[config.mk]
export PLATFORM = sky130hd
export DESIGN_NAME = bit_serial_adder
export DESIGN_NICKNAME = d
export VERILOG_FILES = /design/src/rtl/bit_serial_adder_pkg.sv /design/src/rtl/bit_serial_adder_fa.sv /design/src/rtl/bit_serial_adder.sv
export SDC_FILE = /design/constraint.sdc
export NUM_CORES = 1
export LEC_CHECK = 0
export CAP_MARGIN = 5
export CELL_PAD_IN_SITES_DETAIL_PLACEMENT = 1
export CELL_PAD_IN_SITES_GLOBAL_PLACEMENT = 2
export CORE_MARGIN = 1.5
export CORE_UTILIZATION = 38
export CTS_BUF_LIST = sky130_fd_sc_hd__clkbuf_4
export CTS_CLUSTER_DIAMETER = 200
export CTS_CLUSTER_SIZE = 20
export DETAILED_ROUTE_END_ITERATION = 16
export GPL_TIMING_DRIVEN = 0
export HOLD_SLACK_MARGIN = 0.06
export PLACE_DENSITY = 0.9
export SLEW_MARGIN = 20
export SYNTH_ARGS = -nofsm -noshare
export SYNTH_HDL_FRONTEND = slang
export SYNTH_HIERARCHICAL = 1
export SYNTH_SLANG_ARGS = --single-unit
[constraint.sdc]
create_clock -name clk -period 2.6 [get_ports clk]
set_input_delay 0.52 -clock clk [delete_from_list [all_inputs] [get_ports clk]]
set_output_delay 0.52 -clock clk [all_outputs]
set_load 0.05 [all_outputs]
[src/rtl/bit_serial_adder_pkg.sv]
// bit_serial_adder_pkg: shared FSM state encoding for the bit-serial adder
package bit_serial_adder_pkg;
    localparam int STATE_W = 2;
    typedef enum logic [STATE_W-1:0] {
        S_IDLE = 2'd0,
        S_RUN  = 2'd1,
        S_DONE = 2'd2
    } state_t;
endpackage

[src/rtl/bit_serial_adder_fa.sv]
// full_adaar_dataflow: single-bit combinational full-adder cell
module full_adaar_dataflow (
    input  logic a,
    input  logic b,
    input  logic c,
    output logic s,
    output logic cy
);
    assign s  = a ^ b ^ c;
    assign cy = (a & b) | (c & (a ^ b));
endmodule

[src/rtl/bit_serial_adder.sv]
// bit_serial_adder: adds a+b+cin one bit per clock, LSB first, through one full-adder cell
module bit_serial_adder
    import bit_serial_adder_pkg::*;
#(
    parameter int WIDTH = 8
) (
    input  logic             clk,
    input  logic             rst_n,
    input  logic             in_valid,
    output logic             in_ready,
    input  logic [WIDTH-1:0] a,
    input  logic [WIDTH-1:0] b,
    input  logic             cin,
    output logic             out_valid,
    input  logic             out_ready,
    output logic [WIDTH-1:0] sum,
    output logic             cout,
    output logic             busy
);
    localparam int CW = $clog2(WIDTH + 1);

    state_t           state, state_nx;
    logic [WIDTH-1:0] a_sh, b_sh, sum_sh, sum_nx;
    logic [CW-1:0]    cnt;
    logic             carry_q, s, cy, last;

    full_adaar_dataflow u_fa (
        .a (a_sh[0]),
        .b (b_sh[0]),
        .c (carry_q),
        .s (s),
        .cy(cy)
    );

    // Shift-based insert keeps WIDTH=1 legal (no empty part-select).
    assign sum_nx   = (sum_sh >> 1) | (WIDTH'(s) << (WIDTH - 1));
    assign last     = cnt == CW'(WIDTH - 1);
    assign in_ready = state == S_IDLE;
    assign busy     = state == S_RUN || state == S_DONE;

    always_ff @(posedge clk or negedge rst_n)
        if (!rst_n) state <= S_IDLE;
        else        state <= state_nx;

    always_comb begin
        state_nx = S_IDLE;
        case (state)
            S_IDLE:  state_nx = in_valid  ? S_RUN  : S_IDLE;
            S_RUN:   state_nx = last      ? S_DONE : S_RUN;
            S_DONE:  state_nx = out_ready ? S_IDLE : S_DONE;
            default: state_nx = S_IDLE;
        endcase
    end

    always_ff @(posedge clk or negedge rst_n) begin
        if (!rst_n) begin
            a_sh      <= '0;
            b_sh      <= '0;
            sum_sh    <= '0;
            carry_q   <= 1'b0;
            cnt       <= '0;
            sum       <= '0;
            cout      <= 1'b0;
            out_valid <= 1'b0;
        end else begin
            if (state == S_IDLE && in_valid) begin
                a_sh    <= a;
                b_sh    <= b;
                carry_q <= cin;
                cnt     <= '0;
            end
            if (state == S_RUN) begin
                sum_sh  <= sum_nx;
                carry_q <= cy;
                a_sh    <= a_sh >> 1;
                b_sh    <= b_sh >> 1;
                cnt     <= cnt + 1'b1;
                if (last) begin
                    sum       <= sum_nx;
                    cout      <= cy;
                    out_valid <= 1'b1;
                end
            end
            if (state == S_DONE && out_ready)
                out_valid <= 1'b0;
        end
    end
endmodule
==> results of run 1 <==
==> flip-flops by register name, indices dropped and copies added (netlist names) <==
signal	cells
a_sh	8
b_sh	8
sum	8
sum_sh	7
cnt	4
state	2
carry_q	1
cout	1
out_valid	1
==> cell families after synthesis <==
family / count (synthesis) / share of synthesized area [%]
DFF: 40 / 55.6
AOI/OAI and AO/OA: 23 / 6.54
buffers and inverters: 11 / 3.41
xor gates and xnor gates: 2 / 0.974
muxes: 33 / 21.1
and+or+nand+nor: 30 / 7.72
adders and majority gates: 6 / 4.59
==> final cells by class <==
| type | count | share of cell area [%] |
|---|---|---|
| Timing Repair Buffer | 34 | 15.1 |
| Clock inverter | 2 | 1.53 |
| Multi-Input combinational cell | 94 | 32.2 |
| Clock buffer | 6 | 1.97 |
| Buffer | 8 | 2.19 |
| Inverter | 3 | 0.492 |
| Sequential cell | 40 | 43.7 |
| Tap cell | 52 | 2.84 |
==> synthesized netlist by cell type <==
cell type	number
nand2b_1	1
mux2i_1	17
nand3_1	3
a22oi_1	1
o21ai_0	18
buf_2	1
a21oi_1	4
nand2_1	25
buf_6	1
inv_1	3
fa_1	1
dfrtp_1	40
buf_4	3
clkbuf_1	3
nand4b_4	1
mux2_2	8
mux2_4	8
ha_1	5
xor2_1	2
==> worst reg2reg max path, stage by stage (launching register included) <==
cell     delay [ns]
dfrtp_1        0.40
inv_1          0.09
ha_1           0.26
nand2_1        0.21
buf_4          0.23
mux2i_1        0.22
o21ai_0        0.10
==> metrics by stage <==
stage / hold WS (ns) / std cells / cell area, um2 / util, % / worst slack (ns)
finish: 0.507 / 239 / 2290 / 51.5 / 0.134
global route: 0.530 / 239 / 2290 / 51.5 / 0.0316
detailed placement: 0.385 / 230 / 2200 / 49.5 / 0.504
CTS: 0.509 / 239 / 2290 / 51.5 / 0.0904
global placement: 0.460 / 229 / 2180 / 49.2 / 0.0608
floorplan: 0.224 / 145 / 1800 / - / 0.849
==> layout by cell type (no fill, tap or decap) <==
cell type,count
dfrtp_1,40
clkdlybuf4s50_1,31
nand2_1,25
o21ai_0,18
mux2i_1,17
mux2_4,8
mux2_2,8
clkbuf_4,6
ha_1,5
a21oi_1,4
inv_1,3
buf_4,3
clkbuf_1,3
nand3_1,3
buf_2,2
xor2_1,2
nand4b_4,1
buf_6,1
nand2b_1,1
a22oi_1,1
bufinv_16,1
clkinv_2,1
dlygate4sd3_1,1
fa_1,1
buf_12,1
==> how the worst max path moves through the flow <==
| stage | cells past startpoint | endpoint | slack (ns) |
|---|---|---|---|
| floorplan | 6 | a_sh[0] | 0.85 |
| global placement | 1 | b_sh[6] | 0.06 |
| detailed placement | 3 | in_ready | 0.50 |
| CTS | 3 | in_ready | 0.09 |
| global route | 3 | in_ready | 0.03 |
| finish | 3 | in_ready | 0.13 |
==> per-layer routing <==
metal | vias to the layer above | routed length [um]
met1 | 610 | 1690
met4 | 0 | 62
met5 | - | 0
met3 | 6 | 142
met2 | 28 | 2030
li1 | 575 | -
==> power groups by stage <==
stage | clock network [mW] | logic (mW) | registers [mW]
after global placement | 0 | 1.34 | 1.07
after detailed placement | 0 | 1.40 | 1.11
after CTS | 0.431 | 1.41 | 1.10
final | 0.417 | 1.38 | 1.09
after floorplan | 0 | 0.768 | 1.29
after global routing | 0.462 | 1.49 | 1.13
==> impl_metrics.csv, run 1 <==
group,metric,value,unit
outcome,status,"finished with violations",
outcome,violations,"DRC",
worst_hold_path,worstHoldStart,"b_sh[5]",
critical_path,start_kind,"flop",
synth,synth-seq-cells,40,
routing,num_vias,1219,
critical_path,setup.worst_path.class,"reg -> out",
synth,ys_seq_area_share,55.6,%
timing,report.final.hold_viol_count,0,
global_route,grt_pass1_wl,6310,um
finish,multi_input_area,737,um2
placement,place_hpwl,2850,um
synth,synth_fp_nets,172,
finish,nNetsFinal,213,
global_route,grt_busiest_layer,"met2",
timing,fin_skew,0.0138,ns
timing,fin_setup_tns,0,ns
pwr,p_switching,1.18,mW
routing,routed_wl,3930,um
timing,slew_violations,0,
timing,layout_min_cycle_time,2.47,ns
pwr,power.total,2.89,mW
timing,period_share,94.8,%
clocking,cts_buffers,5,
worst_hold_path,holdPathEnd,"b_sh[4]",
routing,drt_iter0_markers,46,
pwr,swShare,41.0,%
global_route,antenna_found_initial,0,
pwr,internal_power,1.71,mW
floorplan,die_area,5160,um2
critical_path,slowest_delay,0.83,ns
pwr,p_per_area,1260,nW/um2
routing,dr.pass1.iters,10,
critical_path,cp.arrival,1.95,ns
timing,relSlewSlack,66.0,%
global_route,grtUsageMet3,4.36,%
routing,detail-route-antenna-nets,0,
routing,drc,3,
finish,ff_latch_area,1000,um2
clocking,post_cts_buffers,0,
floorplan,die_w,71.8,um
worst_hold_path,hold_depth,2,
timing,rsz0062_at_grt,"no",
synth,yosys-top-cells-area,"dfrtp_1 (56%), mux2i_1 (9.5%), mux2_4 (6.7%), nand2_1 (5.2%), o21ai_0 (5.0%)",
clocking,cts_hold_buf,1,
synth,yosys_warnings,6,
critical_path,slowest_stage,"clkdlybuf4s50_1",
clocking,clock_sinks,40,
critical_path,rr_startpoint,"state[0]",
synth,synth.distinct_cells,19,
critical_path,rr_worst_depth,6,
synth,yosys.area.top_type,"dfrtp_1",
floorplan,rows,24,
clocking,clkTransAtPathRegs,0.12,ns
global_route,grt_max_degree,34,
floorplan,initial_core_util,40.5,%
pwr,p_comb_share,47.9,%
clocking,cts_tree,"yes",
synth,avgSynthCellArea,12.4,um2
floorplan,die_y,71.8,um
global_route,met2_usage,28.9,%
floorplan,io_pins,33,
timing,setup_viol,0,
finish,antenna_cells,0,
global_route,grt_pass1_vias,1290,
pwr,power_frac_clock,14.4,%
floorplan,core,4440,um2
worst_hold_path,hold_class,"reg -> reg",
critical_path,worstSetupStartpoint,"state[0]",
clocking,cts_buffer_depth,2,
global_route,grt-ovfl-total,0,
synth,yosysTopAreaCellShare,55.6,%
global_route,track_usage,16.3,%
critical_path,cp.buffers_inverters,2,
placement,portBuffers,32,
critical_path,path_max_fanout,4,
routing,wl_per_cell,16.4,um
finish,nFillCells,472,
critical_path,critical-path-top-delay-family,"buffers and inverters",
timing,fmax,0.406,GHz
clocking,h-tree-depth,2,
critical_path,timing.rr.end,"a_sh[6]",
global_route,gr-usage-met1,18.5,%
finish,drive_gt1_share,17.1,%
critical_path,crit_chain,"inv_1 -> ha_1 -> clkdlybuf4s50_1",
clocking,clock_latency,0.36,ns
synth,netlist_area,1800,um2
clocking,clock-root-buffer,"clkbuf_4",
critical_path,critical_path_required,2.08,ns
timing,tightestPinTransition,0.509,ns
routing,drt-vias-per-instance,5.10,
pwr,p_leak,1.13,nW
synth,syn-instance-count,145,
critical_path,r2r_slack,0.96,ns
placement,place.gp.congestion,0.772,
finish,syn_to_final_growth,27.3,%
clocking,cts-resized-gates,0,
pwr,pwr-share-seq,37.7,%
pwr,ir_worst_vdd,0.000433,V
critical_path,endpoint_kind,"output port",
flow_run,drv_cap,0,
Note: power is estimated with default switching activity, not from simulation.
==> run 2: changes to the inputs <==
--- a/config.mk
+++ b/config.mk
@@ -22,3 +22,4 @@
 export SYNTH_HDL_FRONTEND = slang
 export SYNTH_HIERARCHICAL = 1
 export SYNTH_SLANG_ARGS = --single-unit
+export TNS_END_PERCENT = 20
==> results of run 2 <==
Same layout as run 1: the final DEF is identical, and so are final timing and power.
